### src/rtl/seq_det_pkg.sv
// ============================================================================
// Module      : seq_det_pkg
// Description : Shared defaults and helpers for the parametrised pattern
//               detector.
// Revision    : 1.0 - initial release
// ============================================================================
`default_nettype none

package seq_det_pkg;

    localparam int          c_DEF_PAT_W   = 3;
    localparam logic [15:0] c_DEF_PATTERN = 16'b0000_0000_0000_0101;
    localparam int          c_DEF_CNT_W   = 8;

    // Width needed to hold a fill level of 0..pat_w inclusive.
    function automatic int fill_width(input int pat_w);
        return $clog2(pat_w + 1);
    endfunction

endpackage

`default_nettype wire

### src/rtl/seq_match_counter.sv
// ============================================================================
// Module      : seq_match_counter
// Description : Saturating match counter; holds at all-ones and flags it.
// Revision    : 1.0 - initial release
// ============================================================================
`default_nettype none

module seq_match_counter
    import seq_det_pkg::*;
#(
    parameter int CNT_W = c_DEF_CNT_W
) (
    input  logic             clk_i,
    input  logic             rst_ni,
    input  logic             inc_i,
    input  logic             clr_i,
    output logic [CNT_W-1:0] cnt_o,
    output logic             sat_o
);

    localparam logic [CNT_W-1:0] c_MAX = '1;

    logic [CNT_W-1:0] cnt_q, cnt_d;
    logic             sat_q, sat_d;

    always_comb begin
        cnt_d = cnt_q;
        sat_d = sat_q;
        if (clr_i) begin
            cnt_d = '0;
            sat_d = 1'b0;
        end else if (inc_i && (cnt_q != c_MAX)) begin
            cnt_d = cnt_q + CNT_W'(1);
            sat_d = (cnt_d == c_MAX);
        end
    end

    always_ff @(posedge clk_i or negedge rst_ni) begin
        if (!rst_ni) begin
            cnt_q <= '0;
            sat_q <= 1'b0;
        end else begin
            cnt_q <= cnt_d;
            sat_q <= sat_d;
        end
    end

    assign cnt_o = cnt_q;
    assign sat_o = sat_q;

endmodule

`default_nettype wire

### src/rtl/seq_detector_param.sv
// ============================================================================
// Module      : seq_detector_param
// Description : Parametrised serial pattern detector with run-time overlap
//               selection. Define SEQ_DET_CNT_EN to add the saturating
//               match counter and its match_cnt_o / cnt_sat_o ports.
// Revision    : 1.0 - initial release
// ============================================================================
`default_nettype none

module seq_detector_param
    import seq_det_pkg::*;
#(
    parameter int               PAT_W   = c_DEF_PAT_W,
    parameter logic [PAT_W-1:0] PATTERN = c_DEF_PATTERN[PAT_W-1:0],
    parameter int               CNT_W   = c_DEF_CNT_W
) (
    input  logic             clk_i,
    input  logic             rst_ni,
    input  logic             clr_i,
    input  logic             x_valid_i,
    input  logic             x_i,
    input  logic             overlap_i,
    output logic             z_o
`ifdef SEQ_DET_CNT_EN
    ,
    output logic [CNT_W-1:0] match_cnt_o,
    output logic             cnt_sat_o
`endif
);

    localparam int                  c_FILL_W = fill_width(PAT_W);
    localparam logic [c_FILL_W-1:0] c_FULL   = c_FILL_W'(PAT_W);

    if ((PAT_W < 2) || (PAT_W > 16)) begin : g_bad_pat_w
        $error("seq_detector_param: PAT_W must be within 2..16");
    end
    if ((CNT_W < 1) || (CNT_W > 32)) begin : g_bad_cnt_w
        $error("seq_detector_param: CNT_W must be within 1..32");
    end

    // The oldest history bit is shifted out before it is ever compared, so
    // only the newest PAT_W-1 accepted bits need storage.
    logic [PAT_W-2:0]    hist_q, hist_d;
    logic [c_FILL_W-1:0] fill_q, fill_d;
    logic                z_q, z_d;

    logic [PAT_W-1:0]    w_win;
    logic [c_FILL_W-1:0] w_fill_n;
    logic                w_accept;
    logic                w_hit;

    assign w_win    = {hist_q, x_i};
    assign w_fill_n = (fill_q == c_FULL) ? fill_q : fill_q + c_FILL_W'(1);
    assign w_accept = x_valid_i && !clr_i;
    assign w_hit    = w_accept && (w_fill_n == c_FULL) && (w_win == PATTERN);

    always_comb begin
        hist_d = hist_q;
        fill_d = fill_q;
        z_d    = 1'b0;
        if (clr_i) begin
            hist_d = '0;
            fill_d = '0;
        end else if (x_valid_i) begin
            hist_d = w_win[PAT_W-2:0];
            fill_d = (w_hit && !overlap_i) ? '0 : w_fill_n;
            z_d    = w_hit;
        end
    end

    always_ff @(posedge clk_i or negedge rst_ni) begin
        if (!rst_ni) begin
            hist_q <= '0;
            fill_q <= '0;
            z_q    <= 1'b0;
        end else begin
            hist_q <= hist_d;
            fill_q <= fill_d;
            z_q    <= z_d;
        end
    end

    assign z_o = z_q;

`ifdef SEQ_DET_CNT_EN
    seq_match_counter #(
        .CNT_W (CNT_W)
    ) u_cnt (
        .clk_i  (clk_i),
        .rst_ni (rst_ni),
        .inc_i  (w_hit),
        .clr_i  (clr_i),
        .cnt_o  (match_cnt_o),
        .sat_o  (cnt_sat_o)
    );
`endif

endmodule

`default_nettype wire

### config.mk
export PLATFORM = sky130hd
export DESIGN_NAME = seq_detector_param
export DESIGN_NICKNAME = d
export VERILOG_FILES = /design/src/rtl/seq_det_pkg.sv /design/src/rtl/seq_match_counter.sv /design/src/rtl/seq_detector_param.sv
export SDC_FILE = /design/constraint.sdc
export NUM_CORES = 1
export LEC_CHECK = 0
export BUFFER_PORTS_ARGS = -buffer_cell sky130_fd_sc_hd__buf_2
export CAP_MARGIN = 30
export CORE_AREA = 2 2 39 41
export DETAILED_ROUTE_END_ITERATION = 8
export DIE_AREA = 0 0 41 43
export GPL_ROUTABILITY_DRIVEN = 0
export PLACE_DENSITY_LB_ADDON = 0.05
export SYNTH_ARGS = -nofsm -noshare
export SYNTH_HDL_FRONTEND = slang
export SYNTH_SLANG_ARGS = --single-unit
### constraint.sdc
create_clock -name clk_i -period 2.1 [get_ports clk_i]
set_input_delay 0.105 -clock clk_i [delete_from_list [all_inputs] [get_ports clk_i]]
set_output_delay 0.105 -clock clk_i [all_outputs]
set_load 0.01 [all_outputs]
======== After elaboration in Yosys (flattened, before gate mapping) ========
Cells that the tools add are included.
word-level totals
  memories kept ........................... 0
  input port bits ......................... 6
  word-level logic and storage cells ...... 22
  RAM bits ................................ 0
  latch bits .............................. 0
  ROM bits ................................ 0
  register bits ........................... 5
  output and inout bits ................... 1
cells by class
  reduce and logical (&&, ||, !) cells .... 7
  bitwise operators ....................... 0
  muxes and demuxes ....................... 8
  magnitude comparators ................... 0
  equal/unequal tests ..................... 3
  shift operators ......................... 0
  div/mod/pow operators ................... 0
  multipliers ............................. 0
  add/sub/neg operators ................... 1
operators by type and width
  cell                                                            count
  2-bit two-way mux                                               6
  2-bit equality test (second input constant)                     2
  1-bit logical AND                                               4
  3-bit equality test (second input constant)                     1
  2-bit by 1-bit adder with 2-bit output (second input constant)  1
  1-bit logical NOT                                               2
  1-bit two-way mux                                               2
  2-bit nonzero test                                              1

======== Longest topological paths before layout ========
Gate-level depths: netlist of the first run.
  depth in word-level cells ............... 9
  gate-level depth with buffers ........... 4
  gate-level depth less buffers ........... 3

======== Worst setup path before layout of the first run ========
Ideal clock, no wire load.
  path type ............................... flip-flop to flip-flop
  from .................................... register fill_q[1]
  to ...................................... register fill_q[0]
  library setup time ...................... 0.138 ns
  period minus slack after synthesis ...... 0.963 ns
  setup slack ............................. 1.137 ns
  arrival time ............................ 0.826 ns
  stages on the path, launching flop included .. 4
  path buffers ............................ 0
  data required time ...................... 1.962 ns
  cells stage by stage .................... dfrtp_1 nand4b_1 nor4b_2 o32ai_1
on the way
  word-level cells in the longest chain between the ends .. 9
  elaborated cells on any way between the ends .. 10
  those cells by class .................... 1 x add/sub; 2 x eq/ne; 4 x mux; 3 x reduce/logical
ends and longest elaborated chain
  what                                                                           line                      source
  start, declared                                                                seq_detector_param.sv:44  logic [c_FILL_W-1:0] fill_q, fill_d;
  start signal, assigned                                                         seq_detector_param.sv:78  fill_q <= fill_d;
  2-bit by 1-bit adder with 2-bit output or 2-bit equality test (tied branches)  seq_detector_param.sv:53  assign w_fill_n = (fill_q == c_FULL) ? fill_q : fill_q + c_FILL_W'(1);
  2-bit two-way mux (*)                                                          seq_detector_param.sv:53
  2-bit equality test                                                            seq_detector_param.sv:55  assign w_hit = w_accept && (w_fill_n == c_FULL) && (w_win == PATTERN);
  1-bit logical AND (2 in a row)                                                 seq_detector_param.sv:55
  1-bit logical AND                                                              seq_detector_param.sv:66  fill_d = (w_hit && !overlap_i) ? '0 : w_fill_n;
  2-bit two-way mux (*)                                                          seq_detector_param.sv:66
  2-bit two-way mux (*)                                                          seq_detector_param.sv:64  end else if (x_valid_i) begin
  2-bit two-way mux (*)                                                          seq_detector_param.sv:61  if (clr_i) begin
Mark *: on every way between the ends. The rest lies on a longest branch, timed or not. The select of a mux whose other input is x is not followed.
A chain may end at the register's enable or synchronous reset.

======== Final worst setup path of the first run ========
Same ends and word-level chain as after synthesis.

==> metrics.md, run 1 <==
| Metric | Value |
|---|---|
| Status | `finished, final reports clean` |
| Worst Setup End Kind | `register` |
| RSZ-0062 raised after global routing | `no` |
| Count leader, synth | `dfrtp_1` |
| Max Root-Sink Buffers | `2` |
| Largest net degree at the start of global routing | `7` |
| Wire per inst | `9.00 um` |
| Ports | `7` |
| P&R area growth vs syn | `36.5%` |
| Drt first pass iters | `2` |
| Skew final | `0.00275 ns` |
| DRT iter0 DRCs | `3` |
| Routed WL | `405 um` |
| Pwr per Cell Area | `769 nW/um2` |
| Met3 wire length | `46 um` |
| Syn_nets | `25` |
| Peak VDD IR | `0.000255 V` |
| Global-route wire length before repair | `683 um` |
| Die Wd | `41 um` |
| Top post-synthesis cells by area | `dfrtp_1, mux2i_1, nor4b_2` |
| H-tree levels | `1` |
| Vias in the first global route | `147` |
| Initial antenna violation count | `0` |
| # port buffers | `6` |
| Met1 WL | `197 um` |
| Ys flop type | `dfrtp_1` |
| Global-route usage over all layers | `0.0655` |
| Clk slew on worst S/H paths | `0.04 ns` |
| Synth Instances | `19` |
| Leading area contributor after synthesis | `dfrtp_1` |
| Worst-Margin Slew | `0.248 ns` |
| Max_cap viols | `0` |
| DIE AREA | `1760 um2` |
| Seq cells post-synth | `5` |
| Num CTS Buffers | `3` |
| Max-slew violations | `0` |
| Critical path class | `reg2reg` |
| Die Y-Extent | `43 um` |
| Share of cells above drive strength 1 | `0.345` |
| Mean post-synth cell area | `11.7 um2` |
| Data arrival time of the critical path | `1.14 ns` |
| # diodes | `0` |
| Synth warnings | `0` |
| Crit path max fanout | `3` |
| Final TNS setup | `0 ns` |
| Fin. Hold Viols | `0` |
| DRC errors left | `0` |
| CTS tree | `built` |
| Via count | `176` |
| Static Leak | `0.141 nW` |
| Register area share after synthesis | `0.562` |
| Worst slew margin | `0.835` |
| Top-area cell type share of the netlist area | `0.562` |
| Fillers | `157` |
| Setup Fix Bufs, Post-CTS | `0` |
| Floorplan core area | `1380 um2` |
| # rows | `14` |
| Ys async rst share | `1.00` |
| Met2 wire len | `160 um` |
| Post-Syn Area | `223 um2` |
| Root buf cell | `clkbuf_4` |
| ANT nets after route | `0` |
| Minimum clock period | `1.04 ns` |
| Final HPWL DP | `324 um` |
| Startpoint types | `register` |
| EDFF count, synth | `0` |
| Count of cell types in the netlist | `12` |
| Highest metal used | `met3` |
| DR vias/cell | `3.91` |
| Post-CTS sizing | `0` |
| Hold/Removal Path Class | `in2reg` |
| Post-CTS Hold Buffers | `1` |
| Worst EP required | `2.21 ns` |
| Final Cycle Share | `0.495` |
| Max frequency | `0.963 GHz` |
| CTS Sinks | `5` |
| Starting density of the core | `0.161` |
| GR Overflow Total | `0` |
| Most frequent cells after synthesis | `dfrtp_1, inv_1, mux2i_1, nor2_1` |
| Final number of setup-violating endpoints | `0` |
| Fin nets | `36` |
| Total Power | `0.234 mW` |
| Clock network latency to the later pin of the worst-skew pair | `0.24 ns` |
==> cell type report <==
cell class                 instances  area, um2  share of cell area
multi-input combinational         11       85.1               0.280
sequential                         5        125               0.412
timing repair buffer               7       40.0               0.132
tap                               16       20.0              0.0658
clock buffer                       4       26.3              0.0864
inverter                           2       7.51              0.0247
==> cells by family (layout without fill, tap and decap cells) <==
logic type / after synthesis / in the layout / share of synthesized area
buffers and inverters: 3 / 13 / 0.0562
AO/OA/AOI/OAI: 3 / 3 / 0.0955
AND/OR/NAND/NOR: 6 / 6 / 0.197
multiplexers: 2 / 2 / 0.0899
flip-flops: 5 / 5 / 0.562
==> state kept, by name, summed over array words and instances, names as in the netlist <==
signal / flops
hist_q: 2
z_o: 1
fill_q: 2
==> worst max-delay path, cell delays in order, from the launching register on <==
cell and delay (ns):
dfrtp_1 0.36, nand4b_1 0.14, nor4b_2 0.28, o32ai_1 0.13
==> worst paths after layout <==
kind,start,endpoint,slack (ns),cells after the start
setup / recovery,fill_q[1]$_DFFE_PN0P_,fill_q[0]$_DFFE_PN0P_,1.06,3
hold / removal,clr_i,hist_q[1]$_DFFE_PN0P_,0.09,2
setup reg to reg,fill_q[1]$_DFFE_PN0P_,fill_q[0]$_DFFE_PN0P_,1.06,3
hold reg to reg,hist_q[0]$_DFFE_PN0P_,z_o$_DFF_PN0_,0.51,1
max in group asynchronous,rst_ni,hist_q[0]$_DFFE_PN0P_,1.75,2
min in group asynchronous,rst_ni,fill_q[0]$_DFFE_PN0P_,0.22,2
==> report_power, final <==
group	switching, mW	total, mW	leakage [nW]	internal [mW]
sequential	0.00354	0.105	0.0674	0.101
combinational	0.00992	0.0197	0.0590	0.00982
clock	0.0376	0.109	0.0150	0.0717
==> layout by cell type, fill, tap and decap left out <==
cell type,count
o32ai_1,1
clkbuf_1,1
o211ai_1,1
nor3_1,1
inv_1,2
clkbuf_4,3
a21oi_1,1
mux2i_1,2
dfrtp_1,5
dlygate4sd3_1,1
buf_2,6
nand4b_1,1
nor3b_1,1
nor2_1,2
nor4b_2,1
==> routing by layer <==
layer	vias to the layer above	GRT usage
met5	-	0
met4	0	0.0600
met3	0	0.0471
met2	6	0.0625
met1	82	0.0879
li1	88	-
==> through the flow <==
| stage | setup WS, ns | hold slack [ns] | utilization | std cells | area, um2 |
|---|---|---|---|---|---|
| finish | 1.06 | 0.0882 | 0.220 | 45 | 304 |
| global route | 0.928 | 0.0948 | 0.220 | 45 | 304 |
| CTS | 1.05 | 0.0836 | 0.220 | 45 | 304 |
| detailed placement | 1.05 | -0.0715 | 0.193 | 40 | 268 |
| global placement | 1.01 | -0.0667 | 0.193 | 40 | 268 |
| floorplan | 1.14 | -0.191 | - | 19 | 223 |
No activity file was read; power rests on OpenSTA's default activity.
==> run 2, diff against run 1 <==
==> constraint.sdc (replaced) <==
create_clock -name clk_i -period 0.9 [get_ports clk_i]
set_input_delay 0.045 -clock clk_i [delete_from_list [all_inputs] [get_ports clk_i]]
set_output_delay 0.045 -clock clk_i [all_outputs]
set_load 0.01 [all_outputs]
==> metrics.md, run 2 (synthesis results as in run 1) <==
| Metric | Value |
|---|---|
| Die Y-Extent | `43 um (unchanged)` |
| Worst slew margin | `0.834 (about the same)` |
| Startpoint types | `register` |
| Ports | `7 (unchanged)` |
| Die Wd | `41 um (unchanged)` |
| Fin nets | `42 (+17%)` |
| Final TNS setup | `-0.243 ns (-0.243 ns)` |
| Final non-filler cell total | `51 (+13%)` |
| GR Overflow Total | `0 (unchanged)` |
| Crit path max fanout | `2 (-1)` |
| Worst Path Buf+Inv | `0 (unchanged)` |
| Final Cycle Share | `1.16 (+0.664)` |
| CP max-delay cell | `dfrtp_1` |
| Global-route wire length before repair | `869 um (+27%)` |
| # port buffers | `6 (unchanged)` |
| Max-slew violations | `0 (unchanged)` |
| CTS tree | `built` |
| Peak VDD IR | `0.000498 V (+95%)` |
| Max frequency | `0.959 GHz (-0.35%)` |
| Fillers | `156 (-0.64%)` |
| Num CTS Buffers | `3 (unchanged)` |
| Met3 wire length | `34 um (-26%)` |
| Root buf cell | `clkbuf_4` |
| Vias in the first global route | `195 (+33%)` |
| Floorplan core area | `1380 um2 (unchanged)` |
| Initial antenna violation count | `0 (unchanged)` |
| Met1 WL | `244 um (+24%)` |
| Starting density of the core | `0.161 (unchanged)` |
| Max Root-Sink Buffers | `2 (unchanged)` |
| DRT iter0 DRCs | `0 (-3)` |
| # rows | `14 (unchanged)` |
| Worst EP required | `1.01 ns (-1.20 ns)` |
| Drt first pass iters | `1 (-1)` |
| Ordered list of cells on the worst path | `nand4b_1 -> nor4b_2 -> o32ai_1` |
| Data arrival time of the critical path | `1.15 ns (about the same)` |
| Status | `complete, but fails checks` |
| Worst-Margin Slew | `0.249 ns (+0.00104 ns)` |
| Final number of setup-violating endpoints | `3 (+3)` |
| Routed WL | `540 um (+33%)` |
| Clock network latency to the later pin of the worst-skew pair | `0.24 ns (about the same)` |
| Met2 wire len | `261 um (+63%)` |
| Failing checks | `negative setup slack` |
| Minimum clock period | `1.04 ns (+0.00363 ns)` |
| Worst Setup End Kind | `register` |
| Most frequent cells in the layout | `buf_2, buf_4, dfrtp_1` |
| Share of cells above drive strength 1 | `0.486 (+0.141)` |
| Final HPWL DP | `413 um (+27%)` |
| RSZ-0062 raised after global routing | `yes` |
| Max_cap viols | `0 (unchanged)` |
| ANT nets after route | `0 (unchanged)` |
| Final WS setup | `-0.142 ns (-1.20 ns)` |
| Largest net degree at the start of global routing | `6 (-1)` |
| Via count | `196 (+11%)` |
| DRC errors left | `0 (unchanged)` |
| Placed instance area | `305 um2 (+14%)` |
| Hold/Removal Path Class | `in2reg` |
| CTS Sinks | `5 (unchanged)` |
| Placed Instances | `45 (+13%)` |
| Pwr per Cell Area | `1610 nW/um2 (+110%)` |
| Hold Slack | `0.0817 ns (-0.00651 ns)` |
| Largest stage delay on the critical path | `0.34 ns (-0.02 ns)` |
| Final instance area | `354 um2 (+16%)` |
| Clk slew on worst S/H paths | `0.04 ns (about the same)` |
| Fin. Hold Viols | `0 (unchanged)` |
| Dpl ws | `-0.134 ns (-1.18 ns)` |
| Global-route usage over all layers | `0.0846 (+0.0191)` |
| DIE AREA | `1760 um2 (unchanged)` |
| Highest metal used | `met3` |
| Critical path class | `reg2reg` |
| H-tree levels | `1 (unchanged)` |
| # diodes | `0 (unchanged)` |
| Skew final | `0.000102 ns (-0.00265 ns)` |
| DR vias/cell | `3.84 (-1.7%)` |
| Static Leak | `0.171 nW (+21%)` |
| P&R area growth vs syn | `59.0%` |
| CP delay by family, top | `simple AND/OR/NAND/NOR gates` |
| Wire per inst | `10.6 um (+18%)` |
[run 2: changes by cell type in the layout (fill, tap and decap cells not counted)]
| cell | previous run | this run |
|---|---|---|
| nor3b_1 | 1 | 0 |
| buf_4 | 0 | 6 |
| nor3b_2 | 0 | 1 |
[run 2: where the power goes]
part | internal [mW] | switching [mW]
Combinational | 0.0389 | 0.0311
Clock | 0.167 | 0.0888
Sequential | 0.237 | 0.00605
[run 2: routing by layer]
layer / track usage / up-vias
met2: 0.0969 / 5
met3: 0.0785 / 0
met1: 0.0844 / 92
met5: 0 / -
li1: - / 99
met4: 0.0800 / 0
[run 2: worst register-to-register path: cells and delay by family (launching register included)]
| kind | cells | cell delay (ns) |
|---|---|---|
| AND/OR/NAND/NOR | 2 | 0.44 |
| flip-flops | 1 | 0.34 |
| AO/OA/AOI/OAI | 1 | 0.13 |
[run 2: stage by stage]
| stage | power [mW] | util |
|---|---|---|
| 3_5_place_dp | 0.309 | 0.221 |
| 4_1_cts | 0.587 | 0.250 |
| 6_report | 0.569 | 0.256 |
| 5_1_grt | 0.617 | 0.256 |
| 3_3_place_gp | 0.309 | 0.221 |
| 2_1_floorplan | 0.270 | - |
[run 2: layout make-up]
| cell class | count | area [um2] | area share |
|---|---|---|---|
| Multi-Input combinational cell | 11 | 90.1 | 0.254 |
| Timing Repair Buffer | 13 | 85.1 | 0.240 |
| Inverter | 2 | 7.51 | 0.0212 |
| Sequential cell | 5 | 125 | 0.353 |
| Clock buffer | 4 | 26.3 | 0.0742 |
| Tap cell | 16 | 20.0 | 0.0565 |
[run 2: worst paths after layout]
kind,start,endpoint,slack [ns],depth (start not counted)
setup reg to reg,fill_q[1]$_DFFE_PN0P_,fill_q[0]$_DFFE_PN0P_,-0.14,3
hold / removal,x_i,hist_q[0]$_DFFE_PN0P_,0.08,3
setup / recovery,fill_q[1]$_DFFE_PN0P_,fill_q[0]$_DFFE_PN0P_,-0.14,3
max in group asynchronous,rst_ni,z_o$_DFF_PN0_,0.61,2
hold reg to reg,hist_q[1]$_DFFE_PN0P_,hist_q[1]$_DFFE_PN0P_,0.56,2
min in group asynchronous,rst_ni,hist_q[0]$_DFFE_PN0P_,0.15,2
[run 2: repair_timing]
item,4_1_cts,5_1_grt
pin swaps,1,1
hold buffers,1,0
hold endpoints to repair,5,0
setup buffers,0,1
resized for setup,1,0
setup endpoints to repair,3,3
==> run 3, diff against run 2 <==
--- a/config.mk
+++ b/config.mk
@@ -11,7 +11,7 @@
 export DETAILED_ROUTE_END_ITERATION = 8
 export DIE_AREA = 0 0 41 43
 export GPL_ROUTABILITY_DRIVEN = 0
-export PLACE_DENSITY_LB_ADDON = 0.05
+export PLACE_DENSITY_LB_ADDON = 0.15
 export SYNTH_ARGS = -nofsm -noshare
 export SYNTH_HDL_FRONTEND = slang
 export SYNTH_SLANG_ARGS = --single-unit
==> metrics.md, run 3 (synthesis results as in run 1) <==
| Metric | Value |
|---|---|
| Status | `complete, but fails checks` |
| Failing checks | `negative setup slack` |
| Worst reg2reg setup slack | `-0.13 ns (about the same)` |
| Max_cap viols | `0 (unchanged)` |
| Startpoint types | `register` |
| Final WS setup | `-0.130 ns (+0.0122 ns)` |
| Placed Instances | `45 (unchanged)` |
| Sw power | `0.125 mW (-0.93%)` |
| Worst-Margin Slew | `0.249 ns (+0.000104 ns)` |
| Fin nets | `42 (unchanged)` |
| RSZ-0062 raised after global routing | `yes` |
| Starting density of the core | `0.161 (unchanged)` |
| Floorplan core area | `1380 um2 (unchanged)` |
| Skew final | `0.00619 ns (+0.00609 ns)` |
| WHS Path Cells | `3 (unchanged)` |
| Final number of setup-violating endpoints | `2 (-1)` |
| GR Overflow Total | `0 (unchanged)` |
| Vias in the first global route | `217 (+11%)` |
| Final HPWL DP | `386 um (-6.4%)` |
| Drt first pass iters | `2 (+1)` |
| Largest net degree at the start of global routing | `6 (unchanged)` |
| Routed WL | `512 um (-5.2%)` |
| Max-slew violations | `0 (unchanged)` |
| Hold_sp | `x_i` |
| Initial antenna violation count | `0 (unchanged)` |
| Minimum clock period | `1.03 ns (-0.0122 ns)` |
| Reg2Reg Depth | `3 (unchanged)` |
| Die Wd | `41 um (unchanged)` |
| ANT nets after route | `0 (unchanged)` |
| Pwr per Cell Area | `1600 nW/um2 (-0.22%)` |
| DR vias/cell | `3.96 (+3.1%)` |
| Hold EP | `hist_q[0]$_DFFE_PN0P_` |
| Crit path max fanout | `2 (unchanged)` |
| RR Startpoint | `fill_q[1]$_DFFE_PN0P_` |
| # port buffers | `6 (unchanged)` |
| Hold/Removal Path Class | `in2reg` |
| Wire per inst | `10.0 um (-5.2%)` |
| Worst slew margin | `0.834 (about the same)` |
| Clock share of power | `0.450 (about the same)` |
| Num CTS Buffers | `3 (unchanged)` |
| H-tree levels | `1 (unchanged)` |
| Fin. Hold Viols | `0 (unchanged)` |
| Root buf cell | `clkbuf_4` |
| Data arrival time of the critical path | `1.14 ns (about the same)` |
| Global-route usage over all layers | `0.0767 (-0.00790)` |
| Share of cells above drive strength 1 | `0.486 (unchanged)` |
| CTS tree | `built` |
| Final non-filler cell total | `51 (unchanged)` |
| Most frequent cells in the layout | `buf_2, buf_4, dfrtp_1` |
| Max Root-Sink Buffers | `2 (unchanged)` |
| Hold Slack | `0.0895 ns (+0.00781 ns)` |
| Clock network latency to the later pin of the worst-skew pair | `0.24 ns (about the same)` |
| # diodes | `0 (unchanged)` |
| Static Leak | `0.171 nW (unchanged)` |
| # rows | `14 (unchanged)` |
| Final Cycle Share | `1.14 (-0.0135)` |
| CTS Sinks | `5 (unchanged)` |
| Worst EP required | `1.01 ns (about the same)` |
| Max frequency | `0.971 GHz (+1.2%)` |
| Via count | `202 (+3.1%)` |
| DIE AREA | `1760 um2 (unchanged)` |
| Worst R2R End | `fill_q[0]$_DFFE_PN0P_` |
| Switch share | `0.220 (-0.00158)` |
| Critical path class | `reg2reg` |
| Die Y-Extent | `43 um (unchanged)` |
| Flop pwr share | `0.428 (+0.002)` |
| Ports | `7 (unchanged)` |
| Clk slew on worst S/H paths | `0.05 ns (about the same)` |
| DRC errors left | `0 (unchanged)` |
| Dpl ws | `-0.123 ns (+0.0113 ns)` |
| Internal | `0.443 mW (about the same)` |
| Peak VDD IR | `0.000589 V (+18%)` |
| Worst Setup End Kind | `register` |
| P&R area growth vs syn | `59.0% (unchanged)` |
| Comb power frac | `0.122 (about the same)` |
| DRT iter0 DRCs | `8 (+8)` |
| Global-route wire length before repair | `848 um (-2.4%)` |
## run 3: power by group through the flow
stage                     logic (mW)  registers (mW)  clock network, mW
after floorplan               0.0241           0.246                  0
after global placement        0.0623           0.246                  0
after detailed placement      0.0622           0.246                  0
after CTS                     0.0664           0.242              0.274
after global routing          0.0775           0.244              0.289
final                         0.0694           0.243              0.255
## run 3: how the worst max path moves through the flow
stage | startpoint | end | slack (ns)
CTS | fill_q[1]$_DFFE_PN0P_ | fill_q[0]$_DFFE_PN0P_ | -0.13
global placement | fill_q[1]$_DFFE_PN0P_ | fill_q[0]$_DFFE_PN0P_ | -0.12
global route | fill_q[1]$_DFFE_PN0P_ | fill_q[0]$_DFFE_PN0P_ | -0.19
finish | fill_q[1]$_DFFE_PN0P_ | fill_q[0]$_DFFE_PN0P_ | -0.13
floorplan | fill_q[1]$_DFFE_PN0P_ | fill_q[0]$_DFFE_PN0P_ | -0.06
detailed placement | fill_q[1]$_DFFE_PN0P_ | fill_q[0]$_DFFE_PN0P_ | -0.12
## run 3: critical path: stages (launching register included)
cell and delay (ns):
dfrtp_1 0.34, nand4b_1 0.14, nor4b_2 0.28, o32ai_1 0.13
## run 3: per-layer routing
layer | share of wire | track usage | vias up
met4 | 0 | 0.0200 | 0
met5 | 0 | 0 | -
met2 | 0.48 | 0.0969 | 6
li1 | - | - | 101
met1 | 0.45 | 0.0882 | 95
met3 | 0.068 | 0.0785 | 0
## run 3: area by class of cell
class	instances	area (um2)
clock buffer	4	26.3
fill	161	1030
inverter	2	7.51
multi-input combinational	11	90.1
sequential	5	125
tap	16	20.0
timing repair buffer	13	85.1
## run 3: timing repair
item,4_1_cts,5_1_grt
buffers inserted,0,1
hold endpoints to repair,5,0
setup endpoints to repair,3,3
pin swaps,1,1
hold buffers,1,0
gates resized for setup,1,0
## run 3: stage by stage
stage	instance area (um2)	power (mW)	TNS, ns	utilization
2_1_floorplan	223	0.270	-0.0731	-
3_3_place_gp	305	0.308	-0.214	0.221
3_5_place_dp	305	0.308	-0.183	0.221
4_1_cts	347	0.583	-0.211	0.250
5_1_grt	354	0.610	-0.317	0.256
6_report	354	0.568	-0.209	0.256
